**config.mk**
```make
export PLATFORM = sky130hd
export DESIGN_NAME = halt_detector
export DESIGN_NICKNAME = d
export VERILOG_FILES = /design/src/rtl/checker_pkg.sv /design/src/rtl/program_run_checker_halt_detector.sv
export SDC_FILE = /design/constraint.sdc
export NUM_CORES = 1
export LEC_CHECK = 0
export CORE_ASPECT_RATIO = 1.5
export CORE_UTILIZATION = 47
export DETAILED_ROUTE_END_ITERATION = 8
export PLACE_DENSITY_LB_ADDON = 0.25
export SETUP_SLACK_MARGIN = 0.4
export SKIP_LAST_GASP = 1
export SLEW_MARGIN = 10
export SYNTH_ARGS = -nofsm -noshare
export SYNTH_HDL_FRONTEND = slang
export SYNTH_SLANG_ARGS = --single-unit
```
**constraint.sdc**
```tcl
create_clock -name clk -period 1.8 [get_ports clk]
set_input_delay 0.45 -clock clk [delete_from_list [all_inputs] [get_ports clk]]
set_output_delay 0.45 -clock clk [all_outputs]
set_load 0.005 [all_outputs]
```
**src/rtl/checker_pkg.sv**
```systemverilog
// rtl/checker_pkg.sv - shared state encoding and default widths for the program run checker
package checker_pkg;

    localparam int DEF_DATA_W      = 32;
    localparam int DEF_NUM_REGS    = 32;
    localparam int DEF_CYC_W       = 16;
    localparam int DEF_HALT_STABLE = 4;

    typedef enum logic [2:0] {
        ST_IDLE,
        ST_CPURST,
        ST_RUN,
        ST_SCAN,
        ST_DONE
    } state_t;

endpackage

```
**src/rtl/program_run_checker_halt_detector.sv**
```systemverilog
// rtl/program_run_checker_halt_detector.sv - flags a core halt once pc has stopped moving for HALT_STABLE cycles
module halt_detector
    import checker_pkg::*;
#(
    parameter int DATA_W      = DEF_DATA_W,
    parameter int HALT_STABLE = DEF_HALT_STABLE
) (
    input  logic              clk,
    input  logic              reset,
    input  logic              en,
    input  logic [DATA_W-1:0] pc,
    output logic              halt
);

    localparam int                CNT_W     = $clog2(HALT_STABLE + 1);
    localparam logic [CNT_W-1:0] STABLE_M1 = CNT_W'(HALT_STABLE - 1);

    logic [DATA_W-1:0] pc_q;
    logic [CNT_W-1:0]  cnt;
    logic              same;

    assign same = (pc == pc_q);

    // Track last-cycle pc and count consecutive unchanged cycles while enabled
    always_ff @(posedge clk) begin
        if (!reset) begin
            pc_q <= '0;
            cnt  <= '0;
        end else begin
            pc_q <= pc;
            if (!en || !same) begin
                cnt <= '0;
            end else if (cnt != STABLE_M1) begin
                cnt <= cnt + 1'b1;
            end
        end
    end

    // The current unchanged cycle is the HALT_STABLE-th in a row
    assign halt = en && same && (cnt >= STABLE_M1);

endmodule

```
==> impl_results.md, run 1 <==
- Status: complete, but fails checks
- Failing checks: setup timing
- Register area: 702 µm²
- Leakage power: 0.808 nW
- # hold bufs at CTS: 0
- Fin Clk Skew: 0.00362 ns
- WP data required: 1.35 ns
- Post-Syn Nets: 175
- Top-area cell type share of the netlist area: 0.498
- Final WS setup: -0.165 ns
- First-pass GRT wire length: 4600 µm
- Synth warn: 0
- Endpoints failing hold: 0
- Clock Pin Slew Worst Setup and Hold Paths: 0.07 ns
- Ports: 36
- Hold path start: pc[5]
- CP Data Arrival Time: 1.51 ns
- CTS tree: done
- Initial antenna violation count: 0
- Avg Cell Area, Syn: 10.2 µm²
- Slew @ Worst Pin: 0.431 ns
- Prevailing post-synth register cell: dfxtp_1
- Post-Route Utilization: 0.722
- FFs w/ async S/R, synth: 0
- Highest Clock Rate: 509 MHz
- Longest Clk Path Bufs: 2
- RSZ-0062 raised after global routing: yes
- Share of cells above drive strength 1: 0.349
- Vias per cell: 4.96
- Top post-synthesis cells by area: dfxtp_1, and2_1, xnor2_1
- Setup CP Type: register to primary output
- Largest net degree at the start of global routing: 36
- Vias in the first global route: 1100
- Antenna Cells: 0
- Synth Area in Simple Gates: 0.227
- Cell row count: 23
- Mapped Cells: 138
- Fin crit period: 1.96 ns
- # H-tree levels: 2
- Seq/Total Area, Yosys: 0.498
- Area growth syn-to-layout: 41.9%
- Die height: 69.0 µm
- Worst IR Drop VDD: 761 µV
- Design Power: 1.65 mW
- Pwr dens: 825 mW/mm²
- Complex-gate fraction of the synthesized area: 0.0694
- Initial Util: 0.509
- Die ar.: 0.00322 mm²
- Layout fillers: 217
- Hold Crit Depth: 2
- Total core area: 0.00276 mm²
- Most frequent cell after synthesis: dfxtp_1
- GRT overflow: 0
- Number of synthesized flops with an enable pin: 0
- Pins Over Slew Limit: 0
- GPL Wtd Cong: 0.800
- Layout Nets: 225
- Period Utilization, post-route: 1.09
- Setup TNS: -0.165 ns
- Total track usage: 0.206
- Xor and xnor area share after synthesis: 0.131
- Reg2reg start: pc_q[1]$_SDFF_PN0_
- Synthesized cell area: 0.00141 mm²
- Worst hold endpoint: pc_q[5]$_SDFF_PN0_
- Final setup violation count: 1
- DP HPWL: 2030 µm
- Slew margin rel.: 0.713
- Netlist cell types: 25
- Startpoint Class: register
- Port Buffers: 35
- Wire per inst: 12.6 µm
- Reg2Reg Setup Slack: 0.39 ns
- Max Cap Violations: 0
- Hold Crit Class: input port to register
- # DRC: 0
- CP startpoint: pc_q[1]$_SDFF_PN0_
- Root Buffer Master: clkbuf_8
- Placed cell count: 216
- Later-pin clock latency in the skew report: 0.28 ns
- Number of clock sinks: 35
- #FFs+latches synth: 35
- Post-Synth Adder-Cell Area: 0.0178
- Area of the multi-input gates: 738 µm²
- Crit path capture type: primary output
- Initial DRC count: 16
- Leading area contributor after synthesis: dfxtp_1
- Multiplexer share of the synthesized area: 0.0142
- Die W: 46.7 µm
- Ranking of synthesized cells by instance count: dfxtp_1, and2_1, xnor2_1
- R2R Path End: cnt[1]$_SDFFE_PP0P_
- Largest family of logic cells by synthesized area: simple AND/OR/NAND/NOR gates
- Final Instance Count excl. Fillers: 226
- Pre-Repair DR Iteration Count: 4
- Critical path peak fanout: 2
- DR vias: 1122
- Antenna-violating nets left: 0
- Final wirelength: 2860 µm
- R2R depth: 5
- Inserted Clock Buffers: 5
[routing by layer]
metal	GRT usage	wire length, µm
met3	0.0703	125
met5	0	0
met2	0.354	1520
met1	0.211	1110
met4	0.114	95
[state kept, by name (all words and copies together), names as in the netlist]
name and flops:
cnt 3, pc_q 32
[layout make-up]
cell class | instances | share of cell area
well taps | 37 | 0.0232
inverters | 13 | 0.0282
clock buffers | 8 | 0.0502
repair buffers | 46 | 0.177
flip-flops and latches | 35 | 0.352
multi-input cells | 87 | 0.370
[through the flow]
stage / area, µm² / hold WS (ns) / setup WS (ns)
after detailed placement: 1880 / 0.584 / -1.02
after CTS: 1990 / 0.392 / -0.219
after floorplan: 1430 / 0.542 / 0.114
final: 2000 / 0.395 / -0.165
after global routing: 2000 / 0.395 / -0.246
after global placement: 1880 / 0.564 / -0.974
[worst max-delay path: stages, from the launching register on]
cell	delay (ns)
dfxtp_1	0.32
inv_2	0.04
a222oi_1	0.43
nand4_2	0.19
nor3_2	0.12
buf_2	0.13
[repair_timing]
action,in CTS,in global routing
setup endpoints to repair,4,4
setup buffers,2,0
gates resized for setup,91,26
pin swaps,33,18
[placed cells by master (no fill, tap or decap), types with 2 or more instances in the layout]
cell             netlist  final
o2bb2ai_2              0      2
buf_2                  0      8
clkdlybuf4s15_2        0      3
ha_1                   2      2
clkbuf_2               0      9
buf_4                  0     10
clkbuf_8               0      7
nor4_2                 1      2
and2_1                32     32
inv_2                  0      6
nand4_1                5      5
nand2_1                2      2
o22ai_2                0      3
dfxtp_1               35     34
clkdlybuf4s15_1        0     12
dlygate4sd2_1          0      2
nor3_2                 1      4
xnor2_2                0      2
mux2i_1                2      2
xnor2_1               20     18
inv_1                 13      6
[power by group]
group	switching (mW)	total (mW)	internal (mW)
Sequential	0.0185	0.832	0.814
Clock	0.261	0.610	0.349
Combinational	0.0860	0.205	0.119
Total	0.365	1.65	1.28
[worst max path at each step]
stage	end	slack [ns]	cells after the start
floorplan	halt	0.11	5
global placement	halt	-0.97	7
detailed placement	halt	-1.02	7
CTS	halt	-0.22	5
global route	halt	-0.25	6
finish	halt	-0.16	5
[logic make-up after synthesis]
group	count (synthesis)
and+or+nand+nor	49
DFF	35
xor gates and xnor gates	21
buffers and inverters	16
AOI/OAI and AO/OA	13
muxes	2
adders and majority gates	2
Note: power is estimated with default switching activity, not from simulation.
==> inputs of run 2 (changes only) <==
==> constraint.sdc (replaced) <==
create_clock -name clk -period 1.9 [get_ports clk]
set_input_delay 0.475 -clock clk [delete_from_list [all_inputs] [get_ports clk]]
set_output_delay 0.475 -clock clk [all_outputs]
set_load 0.005 [all_outputs]
==> impl_results.md, run 2 (synthesized netlist as in run 1, its figures left out) <==
- Critical path peak fanout: 3 (+1)
- Fin crit period: 2.03 ns
- Port Buffers: 35 (unchanged)
- Clk pwr share: 0.408 (+0.038)
- Number of clock sinks: 35 (unchanged)
- Highest Clock Rate: 493 MHz
- GRT overflow: 0 (unchanged)
- Fin Clk Skew: 0.00373 ns (+0.000105 ns)
- # H-tree levels: 2 (unchanged)
- Final WS setup: -0.129 ns (+0.0357 ns)
- Antenna-violating nets left: 0 (unchanged)
- Layout Nets: 225 (unchanged)
- Longest Clk Path Bufs: 2 (unchanged)
- First-pass GRT wire length: 4660 µm (+1.3%)
- Reg2reg start: pc_q[11]$_SDFF_PN0_
- DP HPWL: 2060 µm (+1.2%)
- Ports: 36 (unchanged)
- Switching Share: 0.216 (-0.00552)
- Layout fillers: 211 (-2.8%)
- Area growth syn-to-layout: 43.3%
- Setup CP Type: input port to primary output
- Pwr dens: 829 mW/mm² (+0.42%)
- Pins Over Slew Limit: 0 (unchanged)
- Slew @ Worst Pin: 0.388 ns (-0.0425 ns)
- Pre-Repair DR Iteration Count: 4 (unchanged)
- Part of the power in combinational logic: 0.119 (-0.006)
- M1 WL: 1190 µm (+6.4%)
- Leading registers by flop count: pc_q x32, cnt x3
- Critical Path Slowest Stage Cell: clkdlybuf4s15_1
- Leakage power: 0.823 nW (+1.8%)
- Share of cells above drive strength 1: 0.365 (+0.0159)
- Initial Util: 0.509 (unchanged)
- Clock Pin Slew Worst Setup and Hold Paths: 0.07 ns (about the same)
- Worst IR Drop VDD: 691 µV (-9.2%)
- Seq pwr share: 0.473 (-0.032)
- Crit-path cells: clkdlybuf4s15_1 -> o2bb2ai_2 -> a221oi_2 -> nand4_1 -> nor3_2 -> buf_2
- Hold path start: pc[23]
- Final wirelength: 3000 µm (+5.0%)
- DR vias: 1104 (-1.6%)
- Slowest stage delay, CP: 0.24 ns (-0.19 ns)
- Top Layer Used: met4
- Pre-CTS WS: -0.977 ns (+0.0418 ns)
- Antenna Cells: 0 (unchanged)
- Total core area: 0.00276 mm² (unchanged)
- Final setup violation count: 1 (unchanged)
- P_sw: 0.361 mW (-1.1%)
- Internal power: 1.31 mW (+2.1%)
- Die W: 46.7 µm (unchanged)
- Vias in the first global route: 1114 (+1.3%)
- Wire per inst: 13.3 µm (+5.0%)
- CTS tree: done
- Total track usage: 0.212 (+0.00629)
- Status: complete, but fails checks
- Endpoints failing hold: 0 (unchanged)
- Cell row count: 23 (unchanged)
- Post-Route Utilization: 0.730 (+0.00725)
- Initial antenna violation count: 0 (unchanged)
- Most frequent cells in the layout: dfxtp_1, and2_1, xnor2_1
- Commonest non-fill, non-tap cell in the layout: dfxtp_1
- WP data required: 1.42 ns (+0.07 ns)
- # DRC: 0 (unchanged)
- Die height: 69.0 µm (unchanged)
- Vias per cell: 4.88 (-1.6%)
- Max Cap Violations: 0 (unchanged)
- Slew margin rel.: 0.741 (+0.0284)
- Startpoint Class: input port
- Inserted Clock Buffers: 5 (unchanged)
- Period Utilization, post-route: 1.07
- Crit path capture type: primary output
- Met3 wire len: 102 µm (-18%)
- Routed length on met2: 1650 µm (+8.3%)
- Hold Crit Class: input port to register
- Largest net degree at the start of global routing: 36 (unchanged)
- GPL Wtd Cong: 0.800 (unchanged)
- Reg2Reg Setup Slack: 0.42 ns (+0.03 ns)
- Failing checks: setup timing
- Initial DRC count: 12 (-4)
- Later-pin clock latency in the skew report: 0.28 ns (about the same)
- RSZ-0062 raised after global routing: yes
- Root Buffer Master: clkbuf_8
- Die ar.: 0.00322 mm² (unchanged)
- CP startpoint: pc[28]
- CP Data Arrival Time: 1.55 ns (+0.04 ns)
- Max reg flops: 32 (unchanged)
- Register bank with the most flops: pc_q
==> run 2: cell count changes in the layout (fill, tap and decap cells not counted), sizes merged <==
cell | before | now
clkinv | 0 | 1
clkdlybuf4s15 | 15 | 14
buf | 19 | 28
dlygate4sd2 | 2 | 1
bufinv | 0 | 1
clkbuf | 17 | 8
==> run 2: area by class of cell <==
| type | count | area, µm² | share of cell area |
|---|---|---|---|
| clock buffers | 6 | 82.6 | 0.0410 |
| clock inverters | 2 | 35.0 | 0.0174 |
| inverters | 13 | 56.3 | 0.0279 |
| multi-input cells | 87 | 744 | 0.369 |
| flip-flops and latches | 35 | 703 | 0.349 |
| well taps | 37 | 46.3 | 0.0230 |
| repair buffers | 46 | 348 | 0.173 |
==> run 2: per-layer routing <==
layer  up-vias  track usage
met2        26        0.365
met3         6       0.0781
met1       514        0.216
met4         0        0.114
met5         -            0
li1        558            -
==> run 2: worst paths after layout <==
kind | to | cells past startpoint
max | halt | 6
min | pc_q[23]$_SDFF_PN0_ | 2
max reg2reg | cnt[1]$_SDFFE_PP0P_ | 5
min reg2reg | cnt[2]$_SDFFE_PP0P_ | 4
==> run 2: repair_timing <==
| item | CTS | global route |
|---|---|---|
| hold buffers | 0 | 0 |
| buffers inserted | 2 | 0 |
| setup endpoints to repair | 4 | 2 |
| pin swaps | 34 | 9 |
| gates resized for setup | 120 | 13 |
==> run 2: power by group through the flow <==
stage          clock (mW)  combinational, mW  sequential (mW)
6_report            0.681              0.199            0.790
4_1_cts             0.691              0.193            0.788
3_5_place_dp            0              0.198            0.802
2_1_floorplan           0             0.0934            0.799
3_3_place_gp            0              0.192            0.801
5_1_grt             0.735              0.216            0.793
==> run 2: per-stage QoR <==
| stage | setup TNS (ns) | cell area, µm² | hold WS (ns) | std cells | total power [mW] |
|---|---|---|---|---|---|
| 2_1_floorplan | 0 | 1430 | 0.542 | 138 | 0.892 |
| 3_3_place_gp | -1.39 | 1880 | 0.564 | 216 | 0.993 |
| 3_5_place_dp | -1.70 | 1880 | 0.587 | 216 | 1.00 |
| 4_1_cts | -0.143 | 1990 | 0.412 | 226 | 1.67 |
| 5_1_grt | -0.212 | 2020 | 0.417 | 226 | 1.74 |
| 6_report | -0.129 | 2020 | 0.421 | 226 | 1.67 |
==> run 2: critical path, delay by kind of cell <==
| family | cells | cell delay (ns) |
|---|---|---|
| AND/OR/NAND/NOR | 2 | 0.38 |
| buffers and inverters | 2 | 0.37 |
| AO/OA/AOI/OAI | 2 | 0.33 |
==> inputs of run 3 (changes only) <==
--- a/config.mk
+++ b/config.mk
@@ -5,8 +5,10 @@
 export SDC_FILE = /design/constraint.sdc
 export NUM_CORES = 1
 export LEC_CHECK = 0
+export ABC_AREA = 1
 export CORE_ASPECT_RATIO = 1.5
-export CORE_UTILIZATION = 47
+export CORE_UTILIZATION = 49
+export CTS_BUF_LIST = sky130_fd_sc_hd__clkbuf_16
 export DETAILED_ROUTE_END_ITERATION = 8
 export PLACE_DENSITY_LB_ADDON = 0.25
 export SETUP_SLACK_MARGIN = 0.4
==> constraint.sdc (replaced) <==
create_clock -name clk -period 2.17 [get_ports clk]
set_input_delay 0.5425 -clock clk [delete_from_list [all_inputs] [get_ports clk]]
set_output_delay 0.5425 -clock clk [all_outputs]
set_load 0.005 [all_outputs]
==> impl_results.md, run 3 <==
- Leading area contributor after synthesis: dfxtp_1
- Antenna-violating nets left: 0 (unchanged)
- CP Buf/Inv Count: 1 (-1)
- CTS tree: done
- Crit-path cells: ha_1 -> ha_2 -> a21oi_2 -> nand2_1 -> and3_4 -> buf_6
- P_sw: 0.357 mW (-1.4%)
- Die ar.: 0.00353 mm² (+9.7%)
- Layout Nets: 336 (+49%)
- Leakage power: 1.34 nW (+63%)
- Avg Cell Area, Syn: 6.48 µm² (-36%)
- Startpoint Class: register
- Vias per cell: 4.29 (-12%)
- Reg2Reg Setup Slack: 0.28 ns (-0.14 ns)
- Top post-synthesis cells by area: dfxtp_1, nand2_1, inv_1
- Largest net degree at the start of global routing: 34 (-5.6%)
- Mapped Cells: 249 (+80%)
- Inserted Clock Buffers: 5 (unchanged)
- Critical path's top delay family: adder cells
- Pre-Repair DR Iteration Count: 4 (unchanged)
- Initial DRC count: 26 (+14)
- Most frequent cells in the layout: nand2_1, inv_1, dfxtp_1
- Hold Crit Class: input port to register
- First-pass GRT wire length: 5190 µm (+11%)
- Slew margin rel.: 0.765 (+0.0240)
- Period Utilization, post-route: 0.926
- Slew @ Worst Pin: 0.352 ns (-0.0360 ns)
- Die W: 48.9 µm (+4.7%)
- Prevailing post-synth register cell: dfxtp_1
- Clock Pin Slew Worst Setup and Hold Paths: 0.05 ns (-0.02 ns)
- Cell row count: 25 (+8.7%)
- Share of cells above drive strength 1: 0.273 (-0.0917)
- Register bank with the most flops: pc_q
- Die height: 72.3 µm (+4.8%)
- Commonest non-fill, non-tap cell in the layout: nand2_1
- GRT overflow: 0 (unchanged)
- Initial Util: 0.511 (+0.00183)
- Total track usage: 0.196 (-0.0159)
- R2R depth: 16 (+11)
- # DRC: 0 (unchanged)
- Crit path capture type: primary output
- Highest Clock Rate: 498 MHz
- Seq/Total Area, Yosys: 0.434 (-0.0641)
- # H-tree levels: 2 (unchanged)
- Later-pin clock latency in the skew report: 0.27 ns (about the same)
- Final Instance Count excl. Fillers: 340 (+50%)
- Clk pwr share: 0.434 (+0.026)
- Leading registers by flop count: pc_q x32, cnt x3
- Vias in the first global route: 1389 (+25%)
- Initial antenna violation count: 0 (unchanged)
- Part of the power in combinational logic: 0.119 (about the same)
- DP HPWL: 2060 µm (+0.32%)
- Status: finished clean
- Number of synthesized flops with an enable pin: 0 (unchanged)
- Crit path depth: 6 (unchanged)
- Setup CP Type: register to primary output
- Seq pwr share: 0.448 (-0.025)
- Critical Path Slowest Stage Cell: dfxtp_1
- Ports: 36 (unchanged)
- Final wirelength: 3170 µm (+5.6%)
- CP startpoint: cnt[0]$_SDFFE_PP0P_
- GPL Wtd Cong: 0.748 (-6.5%)
- Area growth syn-to-layout: 40.2%
- Pre-CTS WS: -0.675 ns (+0.302 ns)
- CP Data Arrival Time: 1.47 ns (-0.08 ns)
- RSZ-0062 raised after global routing: yes
- Placed cell count: 324 (+50%)
- Top-area cell type share of the netlist area: 0.434 (-0.0641)
- Critical path peak fanout: 3 (unchanged)
- Reg2reg start: pc_q[30]$_SDFF_PN0_
- Synthesized cell area: 0.00161 mm² (+15%)
- CP Capture Point: halt
- Post-Syn Nets: 286 (+63%)
- DR vias: 1457 (+32%)
- Antenna Cells: 0 (unchanged)
- Max reg flops: 32 (unchanged)
- Longest Clk Path Bufs: 2 (unchanged)
- Total core area: 0.00316 mm² (+14%)
- Synth warn: 0 (unchanged)
- Final hold slack: 0.444 ns (+0.0235 ns)
- Endpoints failing hold: 0 (unchanged)
- Worst IR Drop VDD: 544 µV (-21%)
- # hold bufs at CTS: 0 (unchanged)
- Max Cap Violations: 0 (unchanged)
- Slowest stage delay, CP: 0.34 ns (+0.10 ns)
- Fin Clk Skew: 0.00122 ns (-0.00251 ns)
- Netlist cell types: 17 (-32%)
- Pins Over Slew Limit: 0 (unchanged)
- Final setup violation count: 0 (-1)
- Pwr dens: 683 mW/mm² (-18%)
- #FFs+latches synth: 35 (unchanged)
- Switching Share: 0.231 (+0.0144)
- R2R Path End: cnt[0]$_SDFFE_PP0P_
- Wire per inst: 9.31 µm (-30%)
- WP data required: 1.63 ns (+0.21 ns)
- Number of clock sinks: 35 (unchanged)
- Final WS setup: 0.161 ns (+0.290 ns)
- Most frequent cell after synthesis: nand2_1
- Root Buffer Master: clkbuf_16
- Port Buffers: 35 (unchanged)
- FFs w/ async S/R, synth: 0 (unchanged)
- Fin crit period: 2.01 ns
- Ranking of synthesized cells by instance count: nand2_1, inv_1, dfxtp_1
- Internal power: 1.19 mW (-9.2%)
run 3: timing repair:
| item | 4_1_cts | 5_1_grt |
|---|---|---|
| hold endpoints to repair | 0 | 0 |
| endpoints found under the setup margin | 1 | 4 |
| gates cloned | 0 | 0 |
| setup buffers | 8 | 0 |
| resized for setup | 138 | 40 |
| pin swaps | 49 | 34 |
run 3: worst min path at each step:
stage,endpoint,from,slack [ns],depth (start not counted)
floorplan,cnt[2]$_SDFFE_PP0P_,cnt[2]$_SDFFE_PP0P_,0.47,2
global placement,cnt[2]$_SDFFE_PP0P_,cnt[2]$_SDFFE_PP0P_,0.49,2
finish,pc_q[16]$_SDFF_PN0_,pc[16],0.44,3
detailed placement,cnt[2]$_SDFFE_PP0P_,cnt[2]$_SDFFE_PP0P_,0.50,2
global route,pc_q[30]$_SDFF_PN0_,pc[30],0.45,3
CTS,pc_q[19]$_SDFF_PN0_,pc[19],0.44,3
run 3: final cells by class:
class	instances	area (µm²)
timing repair buffer	47	402
clock inverter	3	15.0
tap	40	50.0
sequential	35	709
clock buffer	5	125
multi-input combinational	142	707
inverter	68	255
fill	277	896
run 3: per-layer routing:
layer	share of wire	vias up	global-route usage
li1	-	793	-
met1	0.40	623	0.183
met2	0.52	29	0.377
met3	0.040	12	0.0524
met4	0.040	0	0.114
met5	0	-	0
run 3: cells by family after synthesis:
group	after synthesis	synth area share
buffers and inverters	72	0.168
AOI/OAI and AO/OA	7	0.0225
adders and majority gates	2	0.0155
DFF	35	0.434
xor gates and xnor gates	12	0.0651
and+or+nand+nor	120	0.288
muxes	1	0.00620
run 3: power groups by stage:
stage | clock (mW) | combinational [mW] | sequential, mW
6_report | 0.670 | 0.183 | 0.692
5_1_grt | 0.713 | 0.210 | 0.695
4_1_cts | 0.685 | 0.173 | 0.689
3_5_place_dp | 0 | 0.188 | 0.702
3_3_place_gp | 0 | 0.185 | 0.700
2_1_floorplan | 0 | 0.0978 | 0.699
run 3: through the flow:
step	setup TNS (ns)	utilization	total power [mW]	instance area, µm²
after detailed placement	-0.675	0.642	0.890	2030
final	0	0.716	1.54	2260
after floorplan	0	-	0.797	1610
after global placement	-0.662	0.642	0.885	2030
after global routing	0	0.716	1.62	2260
after CTS	0	0.687	1.55	2170
run 3: worst register-to-register path: stages (launching register included):
cell and delay [ns]:
dfxtp_1 0.32, xnor2_2 0.15, nand2_1 0.07, nor2_1 0.11, nand2_1 0.07, nor2_2 0.13, buf_4 0.14, buf_6 0.09
buf_6 0.09, buf_6 0.08, buf_6 0.08, buf_6 0.08, buf_6 0.08, buf_6 0.08, buf_6 0.09, nand3_4 0.06
nor2_2 0.12
